==> src/rtl/multicycle_main_fsm_pkg.sv <==
// Shared definitions for the multicycle main control FSM: state encoding,
// opcode constants and the 2-bit datapath select encodings.
// Optional feature macro: MCFSM_JAL_EN (adds the JAL state and accepts op=111).
package multicycle_main_fsm_pkg;

    // Instruction opcodes (instr[6:0])
    localparam logic [6:0] OP_LW    = 7'd3;
    localparam logic [6:0] OP_SW    = 7'd35;
    localparam logic [6:0] OP_RTYPE = 7'd51;
    localparam logic [6:0] OP_ITYPE = 7'd19;
    localparam logic [6:0] OP_JAL   = 7'd111;
    localparam logic [6:0] OP_BEQ   = 7'd99;

`ifdef MCFSM_JAL_EN
    localparam logic JAL_EN = 1'b1;
`else
    localparam logic JAL_EN = 1'b0;
`endif

    // ALU operand A select
    localparam logic [1:0] SRC_A_PC    = 2'b00;
    localparam logic [1:0] SRC_A_OLDPC = 2'b01;
    localparam logic [1:0] SRC_A_RS1   = 2'b10;

    // ALU operand B select
    localparam logic [1:0] SRC_B_RS2   = 2'b00;
    localparam logic [1:0] SRC_B_IMM   = 2'b01;
    localparam logic [1:0] SRC_B_FOUR  = 2'b10;

    // ALU decoder operation class
    localparam logic [1:0] ALUOP_ADD   = 2'b00;
    localparam logic [1:0] ALUOP_SUB   = 2'b01;
    localparam logic [1:0] ALUOP_FUNCT = 2'b10;

    // Result bus select
    localparam logic [1:0] RES_ALUOUT  = 2'b00;
    localparam logic [1:0] RES_DATA    = 2'b01;
    localparam logic [1:0] RES_ALURES  = 2'b10;

    // Controller states; the JAL encoding exists only when the feature is built
    typedef enum logic [3:0] {
        S_FETCH    = 4'd0,
        S_DECODE   = 4'd1,
        S_MEMADR   = 4'd2,
        S_MEMREAD  = 4'd3,
        S_MEMWB    = 4'd4,
        S_MEMWRITE = 4'd5,
        S_EXECR    = 4'd6,
        S_EXECI    = 4'd7,
        S_ALUWB    = 4'd8,
`ifdef MCFSM_JAL_EN
        S_JAL      = 4'd9,
`endif
        S_BEQ      = 4'd10
    } state_t;

    // True for every opcode the controller knows how to sequence
    function automatic logic op_supported(input logic [6:0] op);
        return (op == OP_LW)    || (op == OP_SW)    ||
               (op == OP_RTYPE) || (op == OP_ITYPE) ||
               (op == OP_BEQ)   || ((op == OP_JAL) && JAL_EN);
    endfunction

endpackage

==> src/rtl/multicycle_main_fsm.sv <==
// Main control FSM of a multicycle RISC-V style datapath.
// Outputs are decoded from the state register; only the FETCH strobes and the
// MEMWRITE completion (retire) look at mem_ready. All outputs are forced low
// while rst_n is asserted, so they drop asynchronously with the reset.
// Optional feature macro: MCFSM_JAL_EN (JAL state; without it op=111 is illegal).
module multicycle_main_fsm
    import multicycle_main_fsm_pkg::*;
(
    input  logic       clk,
    input  logic       rst_n,
    input  logic [6:0] op,
    input  logic       mem_ready,
    output logic       adr_src,
    output logic       ir_write,
    output logic       pc_update,
    output logic       branch,
    output logic       reg_write,
    output logic       mem_write,
    output logic [1:0] alu_src_a,
    output logic [1:0] alu_src_b,
    output logic [1:0] alu_op,
    output logic [1:0] res_src,
    output logic       illegal,
    output logic       retire
);

    state_t state_reg;

    // State register and transition logic
    always_ff @(posedge clk or negedge rst_n) begin
        if (!rst_n) begin
            state_reg <= S_FETCH;
        end else begin
            case (state_reg)
                S_FETCH:    if (mem_ready) state_reg <= S_DECODE;
                S_DECODE: begin
                    case (op)
                        OP_LW, OP_SW: state_reg <= S_MEMADR;
                        OP_RTYPE:     state_reg <= S_EXECR;
                        OP_ITYPE:     state_reg <= S_EXECI;
`ifdef MCFSM_JAL_EN
                        OP_JAL:       state_reg <= S_JAL;
`endif
                        OP_BEQ:       state_reg <= S_BEQ;
                        default:      state_reg <= S_FETCH;
                    endcase
                end
                S_MEMADR: begin
                    // op is stable, so anything other than lw/sw cannot arrive here
                    if (op == OP_LW)      state_reg <= S_MEMREAD;
                    else if (op == OP_SW) state_reg <= S_MEMWRITE;
                    else                  state_reg <= S_FETCH;
                end
                S_MEMREAD:  if (mem_ready) state_reg <= S_MEMWB;
                S_MEMWRITE: if (mem_ready) state_reg <= S_FETCH;
                S_EXECR:    state_reg <= S_ALUWB;
                S_EXECI:    state_reg <= S_ALUWB;
`ifdef MCFSM_JAL_EN
                S_JAL:      state_reg <= S_ALUWB;
`endif
                S_MEMWB:    state_reg <= S_FETCH;
                S_ALUWB:    state_reg <= S_FETCH;
                S_BEQ:      state_reg <= S_FETCH;
                default:    state_reg <= S_FETCH;
            endcase
        end
    end

    // Moore output decode; everything defaults to 0 and stays 0 during reset
    always_comb begin
        adr_src   = 1'b0;
        ir_write  = 1'b0;
        pc_update = 1'b0;
        branch    = 1'b0;
        reg_write = 1'b0;
        mem_write = 1'b0;
        alu_src_a = SRC_A_PC;
        alu_src_b = SRC_B_RS2;
        alu_op    = ALUOP_ADD;
        res_src   = RES_ALUOUT;
        illegal   = 1'b0;
        retire    = 1'b0;
        if (rst_n) begin
            case (state_reg)
                S_FETCH: begin
                    alu_src_a = SRC_A_PC;
                    alu_src_b = SRC_B_FOUR;
                    alu_op    = ALUOP_ADD;
                    res_src   = RES_ALURES;
                    ir_write  = mem_ready;
                    pc_update = mem_ready;
                end
                S_DECODE: begin
                    // Precompute the branch target while the opcode is decoded
                    alu_src_a = SRC_A_OLDPC;
                    alu_src_b = SRC_B_IMM;
                    alu_op    = ALUOP_ADD;
                    illegal   = !op_supported(op);
                end
                S_MEMADR: begin
                    alu_src_a = SRC_A_RS1;
                    alu_src_b = SRC_B_IMM;
                    alu_op    = ALUOP_ADD;
                end
                S_MEMREAD: begin
                    adr_src = 1'b1;
                    res_src = RES_ALUOUT;
                end
                S_MEMWB: begin
                    res_src   = RES_DATA;
                    reg_write = 1'b1;
                    retire    = 1'b1;
                end
                S_MEMWRITE: begin
                    adr_src   = 1'b1;
                    res_src   = RES_ALUOUT;
                    mem_write = 1'b1;
                    retire    = mem_ready;
                end
                S_EXECR: begin
                    alu_src_a = SRC_A_RS1;
                    alu_src_b = SRC_B_RS2;
                    alu_op    = ALUOP_FUNCT;
                end
                S_EXECI: begin
                    alu_src_a = SRC_A_RS1;
                    alu_src_b = SRC_B_IMM;
                    alu_op    = ALUOP_FUNCT;
                end
                S_ALUWB: begin
                    res_src   = RES_ALUOUT;
                    reg_write = 1'b1;
                    retire    = 1'b1;
                end
`ifdef MCFSM_JAL_EN
                S_JAL: begin
                    // Link value old_pc+4 is computed; the target was formed in DECODE
                    alu_src_a = SRC_A_OLDPC;
                    alu_src_b = SRC_B_FOUR;
                    alu_op    = ALUOP_ADD;
                    res_src   = RES_ALUOUT;
                    pc_update = 1'b1;
                end
`endif
                S_BEQ: begin
                    alu_src_a = SRC_A_RS1;
                    alu_src_b = SRC_B_RS2;
                    alu_op    = ALUOP_SUB;
                    res_src   = RES_ALUOUT;
                    branch    = 1'b1;
                    retire    = 1'b1;
                end
                default: begin
                end
            endcase
        end
    end

endmodule

==> config.mk <==
export PLATFORM = sky130hd
export DESIGN_NAME = multicycle_main_fsm
export DESIGN_NICKNAME = d
export VERILOG_FILES = /design/src/rtl/multicycle_main_fsm_pkg.sv /design/src/rtl/multicycle_main_fsm.sv
export SDC_FILE = /design/constraint.sdc
export NUM_CORES = 1
export LEC_CHECK = 0
export BUFFER_PORTS_ARGS = -buffer_cell sky130_fd_sc_hd__buf_4
export CORE_AREA = 3 3 40 42
export DETAILED_ROUTE_END_ITERATION = 10
export DIE_AREA = 0 0 43 45
export PLACE_DENSITY_LB_ADDON = 0.3
export SYNTH_ARGS = -nofsm -noshare
export SYNTH_HDL_FRONTEND = slang
export SYNTH_SLANG_ARGS = --single-unit
==> constraint.sdc <==
create_clock -name clk -period 2 [get_ports clk]
set_clock_uncertainty 0.1 [all_clocks]
set_input_delay 0 -clock clk [delete_from_list [all_inputs] [get_ports clk]]
set_output_delay 0 -clock clk [all_outputs]
set_load 0.03 [all_outputs]
==> impl_metrics.tcl, run 1 <==
set metrics [dict create \
    cts.sinks 4 \
    clk_pin_slew_ns 0.04 \
    comb_power_share 0.375 \
    yosysTopAreaCellShare 0.188 \
    synth_area_leader_cell "dfrtp_1" \
    min_period_over_period 0.930 \
    drc_errors 0 \
    grt_overflow 0 \
    slowest_stage "dlygate4sd3_1" \
    p_switching_mw 0.107 \
    crit_start "op[2]" \
    finalWirelength_um 1480 \
    syn_inst 75 \
    clock_path_buffers 2 \
    internal_power_mw 0.202 \
    rows 13 \
    drt-initial-drc-count 12 \
    setup_viol 0 \
    cts-htree-levels 1 \
    vias 636 \
    p_leak_nw 0.362 \
    core_um2 1280 \
    largest_reg_flops 4 \
    antenna_cells 0 \
    fin_cells 118 \
    startpoint_type "input port" \
    numPortBuffers 25 \
    slowest_delay_ns 0.61 \
    grt_pass1_wl_um 2380 \
    path_depth 6 \
    synth_area_per_cell_um2 7.09 \
    syn_nets 85 \
    period_minus_slack_ns 1.86 \
    reg2reg_from "state_reg[1]" \
    power.density_nw_per_um2 391 \
    synth_edf_count 0 \
    ys_types 35 \
    cts_resized 0 \
    p_clk_frac 0.337 \
    clk_latency_ns 0.24 \
    path_max_fanout 5 \
    worst_slew_pin_slew_ns 0.336 \
    path_common_cell "dlygate4sd3_1" \
    critPathCapture "state_reg[2]" \
    dp_hpwl_um 1120 \
    power.share.switching 0.346 \
    cts_setup_buffers 0 \
    crit_family "buffers and inverters" \
    grt_pass1_vias 560 \
    crit_arrival_ns 1.91 \
    hold_path_class "input port to flop" \
    final_nets 115 \
    drive_above_1_share 0.359 \
    path_cells "dlygate4sd3_1, buf_4, nor3_2, dlygate4sd3_1, nand3_1, a311oi_1" \
    grt_use_total 0.162 \
    synth_ff_type "dfrtp_1" \
    fmax_mhz 538 \
    report.final.slew_viol_count 0 \
    fin_setup_tns_ns 0 \
    ys_seq_area_frac 0.188 \
    crit_type "input port to flop" \
    ys_warn_count 0 \
    firstDrtPassIters 4 \
    gp_congestion 0.787 \
    syn2layout_area_growth_pct 48.7 \
    die_w_um 43 \
    status "finished clean" \
    hold_slack_ns 0.0239 \
    synth-seq-cells 4 \
    hold_violations 0 \
    relSlewSlack 0.775 \
    yosysMostFrequentCell "nor2_1" \
    die_height_um 45 \
    critPathRequiredTime_ns 2.05 \
    dp.cells 112 \
    rsz0062_at_grt "false" \
    drt-vias-per-instance 5.39 \
    cap_violations 0 \
    cts_buffers 3 \
    start_util 0.414 \
    r2r_cells 5 \
    async_flop_share 1.00 \
    root_buffer "clkbuf_4" \
    seqPwrFrac 0.288 \
    io_pins 26 \
    utilization 0.615 \
    hold_buffers 3 \
    antenna_found_initial 0 \
    synth_commonest_cells "11 x nor2_1, 8 x nand2_1, 6 x nand2b_1" \
    ir_worst_vdd_v 0.000377 \
    cp_num_buf_inv 3 \
    detail-route-antenna-nets 0 \
    worst_r2r_endpoint "state_reg[2]" \
    fillCellCount 112 \
    end_kind "flop" \
    dieArea_um2 1940 \
    synth_area_leaders "dfrtp_1 19%, nor2_1 7.8%, nand2b_1 7.1%, nand2_1 5.6%, nor3_2 3.8%" \
    synthesis.area_um2 532 \
    grt_max_degree 15 \
    wl_per_cell_um 12.5 \
    cts_tree "built" \
    r2r_slack_ns 0.27 \
]
-- per-layer routing --
metal | track usage | wire length, um | part of all wire
met2 | 0.260 | 703 | 0.48
met3 | 0.0518 | 133 | 0.090
met4 | 0.0542 | 8 | 0.0054
met5 | 0 | 0 | 0
met1 | 0.207 | 629 | 0.43
-- worst min path at each step --
stage,startpoint,to,slack (ns),cells past startpoint
after floorplan,rst_n,state_reg[0],-0.40,0
after global placement,rst_n,state_reg[2],-0.28,1
after detailed placement,rst_n,state_reg[2],-0.28,1
after CTS,rst_n,state_reg[2],0.008,2
after global routing,rst_n,state_reg[1],0.03,2
final,mem_ready,state_reg[2],0.02,4
-- area by class of cell --
| cell class | count | area, um2 | share of cell area |
|---|---|---|---|
| multi-input cells | 63 | 398 | 0.503 |
| well taps | 15 | 18.8 | 0.0237 |
| repair buffers | 32 | 248 | 0.313 |
| flip-flops and latches | 4 | 100 | 0.127 |
| inverters | 1 | 3.75 | 0.00475 |
| clock buffers | 3 | 22.5 | 0.0285 |
-- power groups by stage --
| stage | clock, mW | combinational [mW] | sequential, mW |
|---|---|---|---|
| floorplan | 0 | 0.0716 | 0.0869 |
| global placement | 0 | 0.110 | 0.0898 |
| detailed placement | 0 | 0.112 | 0.0898 |
| CTS | 0.107 | 0.116 | 0.0888 |
| global route | 0.114 | 0.126 | 0.0894 |
| finish | 0.104 | 0.116 | 0.0890 |
-- worst register-to-register path: cells and delay by family, from the launching register on --
kind,cells,cell delay (ns)
simple gates,3,0.59
compound gates,2,0.47
flops,1,0.47
-- kinds of logic (layout without fill, tap and decap cells) --
family	after synthesis	after routing	share of synthesized area
AO/OA/AOI/OAI	14	14	0.200
XOR/XNOR	3	3	0.0494
buffers and inverters	8	36	0.0729
flip-flops	4	4	0.188
multiplexers	1	1	0.0188
AND/OR/NAND/NOR	45	45	0.471
-- layout by cell type, fill, tap and decap left out, drive strengths merged --
cell / Yosys / final
dlygate4sd3: 0 / 3
nand2: 8 / 8
and2: 3 / 3
nor4: 3 / 3
clkbuf: 2 / 3
mux2i: 1 / 1
dfrtp: 4 / 4
or4b: 1 / 1
a21boi: 2 / 2
nor2b: 3 / 3
a31o: 1 / 1
a211oi: 1 / 1
or3: 1 / 1
and3: 1 / 1
inv: 1 / 1
o2bb2ai: 1 / 1
a21oi: 2 / 2
nor3: 4 / 4
nand3: 2 / 2
nor2: 11 / 11
a32oi: 2 / 2
o21ai: 1 / 1
nor3b: 1 / 1
xor2: 1 / 1
xnor2: 2 / 2
a311oi: 1 / 1
a32o: 1 / 1
o22a: 1 / 1
or3b: 1 / 1
buf: 5 / 29
o22ai: 1 / 1
nand2b: 6 / 6
-- stage by stage --
stage	total power [mW]	area, um2	setup slack, ns
6_report	0.309	791	0.140
5_1_grt	0.330	791	0.0149
4_1_cts	0.312	791	0.139
3_5_place_dp	0.202	738	0.283
3_3_place_gp	0.200	738	0.325
2_1_floorplan	0.159	537	0.0293
Note: power is estimated with default switching activity, not from simulation.
==> run 2, diff against run 1 <==
--- a/config.mk
+++ b/config.mk
@@ -6,10 +6,11 @@
 export NUM_CORES = 1
 export LEC_CHECK = 0
 export BUFFER_PORTS_ARGS = -buffer_cell sky130_fd_sc_hd__buf_4
-export CORE_AREA = 3 3 40 42
+export CORE_MARGIN = 3
+export CORE_UTILIZATION = 39
+export CTS_CLUSTER_DIAMETER = 40
 export DETAILED_ROUTE_END_ITERATION = 10
-export DIE_AREA = 0 0 43 45
-export PLACE_DENSITY_LB_ADDON = 0.3
+export PLACE_DENSITY = 0.83
 export SYNTH_ARGS = -nofsm -noshare
 export SYNTH_HDL_FRONTEND = slang
 export SYNTH_SLANG_ARGS = --single-unit
==> constraint.sdc (replaced) <==
create_clock -name clk -period 1.7 [get_ports clk]
set_clock_uncertainty 0.1 [all_clocks]
set_input_delay 0 -clock clk [delete_from_list [all_inputs] [get_ports clk]]
set_output_delay 0 -clock clk [all_outputs]
set_load 0.03 [all_outputs]
==> impl_metrics.tcl, run 2 (same netlist as run 1, synthesis figures left out) <==
set metrics [dict create \
    cts_buffers 3 \
    report.final.slew_viol_count 0 \
    die_w_um 42.9 \
    hold_violations 0 \
    cts.sinks 4 \
    hold_path_class "input port to flop" \
    slowest_delay_ns 0.48 \
    power.density_nw_per_um2 420 \
    crit_type "flop to output pin" \
    path_max_fanout 5 \
    crit_arrival_ns 1.64 \
    crit_family "simple AND/OR/NAND/NOR gates" \
    cts-htree-levels 1 \
    startpoint_type "flop" \
    numPortBuffers 25 \
    die_height_um 42.9 \
    hold_slack_ns 0.0575 \
    dp_hpwl_um 1270 \
    cp_num_buf_inv 1 \
    path_cells "nor2b_4, or4b_4, a21boi_2, buf_6" \
    relSlewSlack 0.740 \
    grt_overflow 0 \
    period_minus_slack_ns 1.74 \
    violations "negative setup slack" \
    largest_reg_flops 4 \
    clock_path_buffers 2 \
    fin_setup_tns_ns -0.0383 \
    layout_setup_ws_ns -0.0375 \
    dieArea_um2 1840 \
    end_kind "output pin" \
    critPathRequiredTime_ns 1.60 \
    p_leak_nw 0.440 \
    core_um2 1190 \
    io_pins 26 \
    root_buffer "clkbuf_4" \
    grt_pass1_wl_um 3060 \
    drc_errors 0 \
    drive_above_1_share 0.509 \
    syn2layout_area_growth_pct 79.3 \
    antenna_found_initial 0 \
    ir_worst_vdd_v 0.000359 \
    layout_commonest_cell "buf_4" \
    start_util 0.448 \
    drt-initial-drc-count 27 \
    firstDrtPassIters 6 \
    slowest_stage "or4b_4" \
    rows 12 \
    wl_per_cell_um 17.0 \
    grt_pass1_vias 651 \
    grt_max_degree 11 \
    finalWirelength_um 2210 \
    drt-vias-per-instance 5.70 \
    final_nets 128 \
    cap_violations 0 \
    vias 741 \
    setup_viol 2 \
    status "finished, violations left" \
    antenna_cells 0 \
    gp_congestion 0.848 \
    layout_common_cells "40 x buf_4, 11 x nor2_1, 8 x nand2_1" \
    clk_latency_ns 0.24 \
    rsz0062_at_grt "true" \
    worst_slew_pin_slew_ns 0.388 \
    fmax_mhz 576 \
    clk_pin_slew_ns 0.05 \
    grt_use_total 0.221 \
    detail-route-antenna-nets 0 \
    cts_tree "built" \
    min_period_over_period 1.02 \
]
run 2: changes by cell type in the layout (fill, tap and decap cells not counted), sizes merged:
cell  before  now
buf       29   42
run 2: report_power, final:
| group | leakage [nW] | internal [mW] | switching [mW] |
|---|---|---|---|
| registers | 0.0531 | 0.0989 | 0.00464 |
| logic | 0.373 | 0.0794 | 0.0942 |
| clock network | 0.0138 | 0.0793 | 0.0445 |
run 2: path summary, 6_finish.rpt:
path                              start            to  slack [ns]  cells past startpoint
max reg2reg                state_reg[1]  state_reg[1]           0                      5
max                        state_reg[0]        retire       -0.04                      4
min reg2reg                state_reg[3]  state_reg[2]        0.46                      2
min in group asynchronous         rst_n  state_reg[2]        0.07                      2
min                           mem_ready  state_reg[2]        0.06                      4
max in group asynchronous         rst_n  state_reg[3]        1.28                      2
run 2: timing repair:
action	CTS	global route
hold endpoints to repair	5	0
pin swaps	1	3
hold buffers	3	0
endpoints found under the setup margin	2	3
resized for setup	4	8
setup buffers	6	3
run 2: stage by stage:
| stage | std cells | power, mW | util | instance area, um2 | setup slack (ns) |
|---|---|---|---|---|---|
| final | 130 | 0.401 | 0.804 | 953 | -0.0375 |
| after global placement | 115 | 0.244 | 0.656 | 778 | 0.125 |
| after global routing | 130 | 0.417 | 0.804 | 953 | -0.119 |
| after detailed placement | 115 | 0.248 | 0.656 | 778 | 0.0539 |
| after floorplan | 75 | 0.189 | - | 548 | -0.0416 |
| after CTS | 127 | 0.393 | 0.749 | 888 | 0.000655 |
run 2: final cells by class:
| class | instances | area, um2 |
|---|---|---|
| repair buffers | 45 | 353 |
| flip-flops and latches | 4 | 101 |
| inverters | 1 | 3.75 |
| clock buffers | 3 | 22.5 |
| multi-input cells | 63 | 455 |
| well taps | 14 | 17.5 |
| fillers | 71 | 233 |
run 2: routing by layer:
| layer | global-route usage | vias up | wire (um) |
|---|---|---|---|
| li1 | - | 353 | - |
| met1 | 0.235 | 330 | 811 |
| met2 | 0.383 | 48 | 1090 |
| met3 | 0.0424 | 10 | 179 |
| met4 | 0.155 | 0 | 127 |
| met5 | 0 | - | 0 |
run 2: worst reg2reg max path, delay by kind of cell, from the launching register on:
kind / cells / cell delay [ns]
AO/OA/AOI/OAI: 3 / 0.42
flip-flops: 1 / 0.39
AND/OR/NAND/NOR: 2 / 0.72
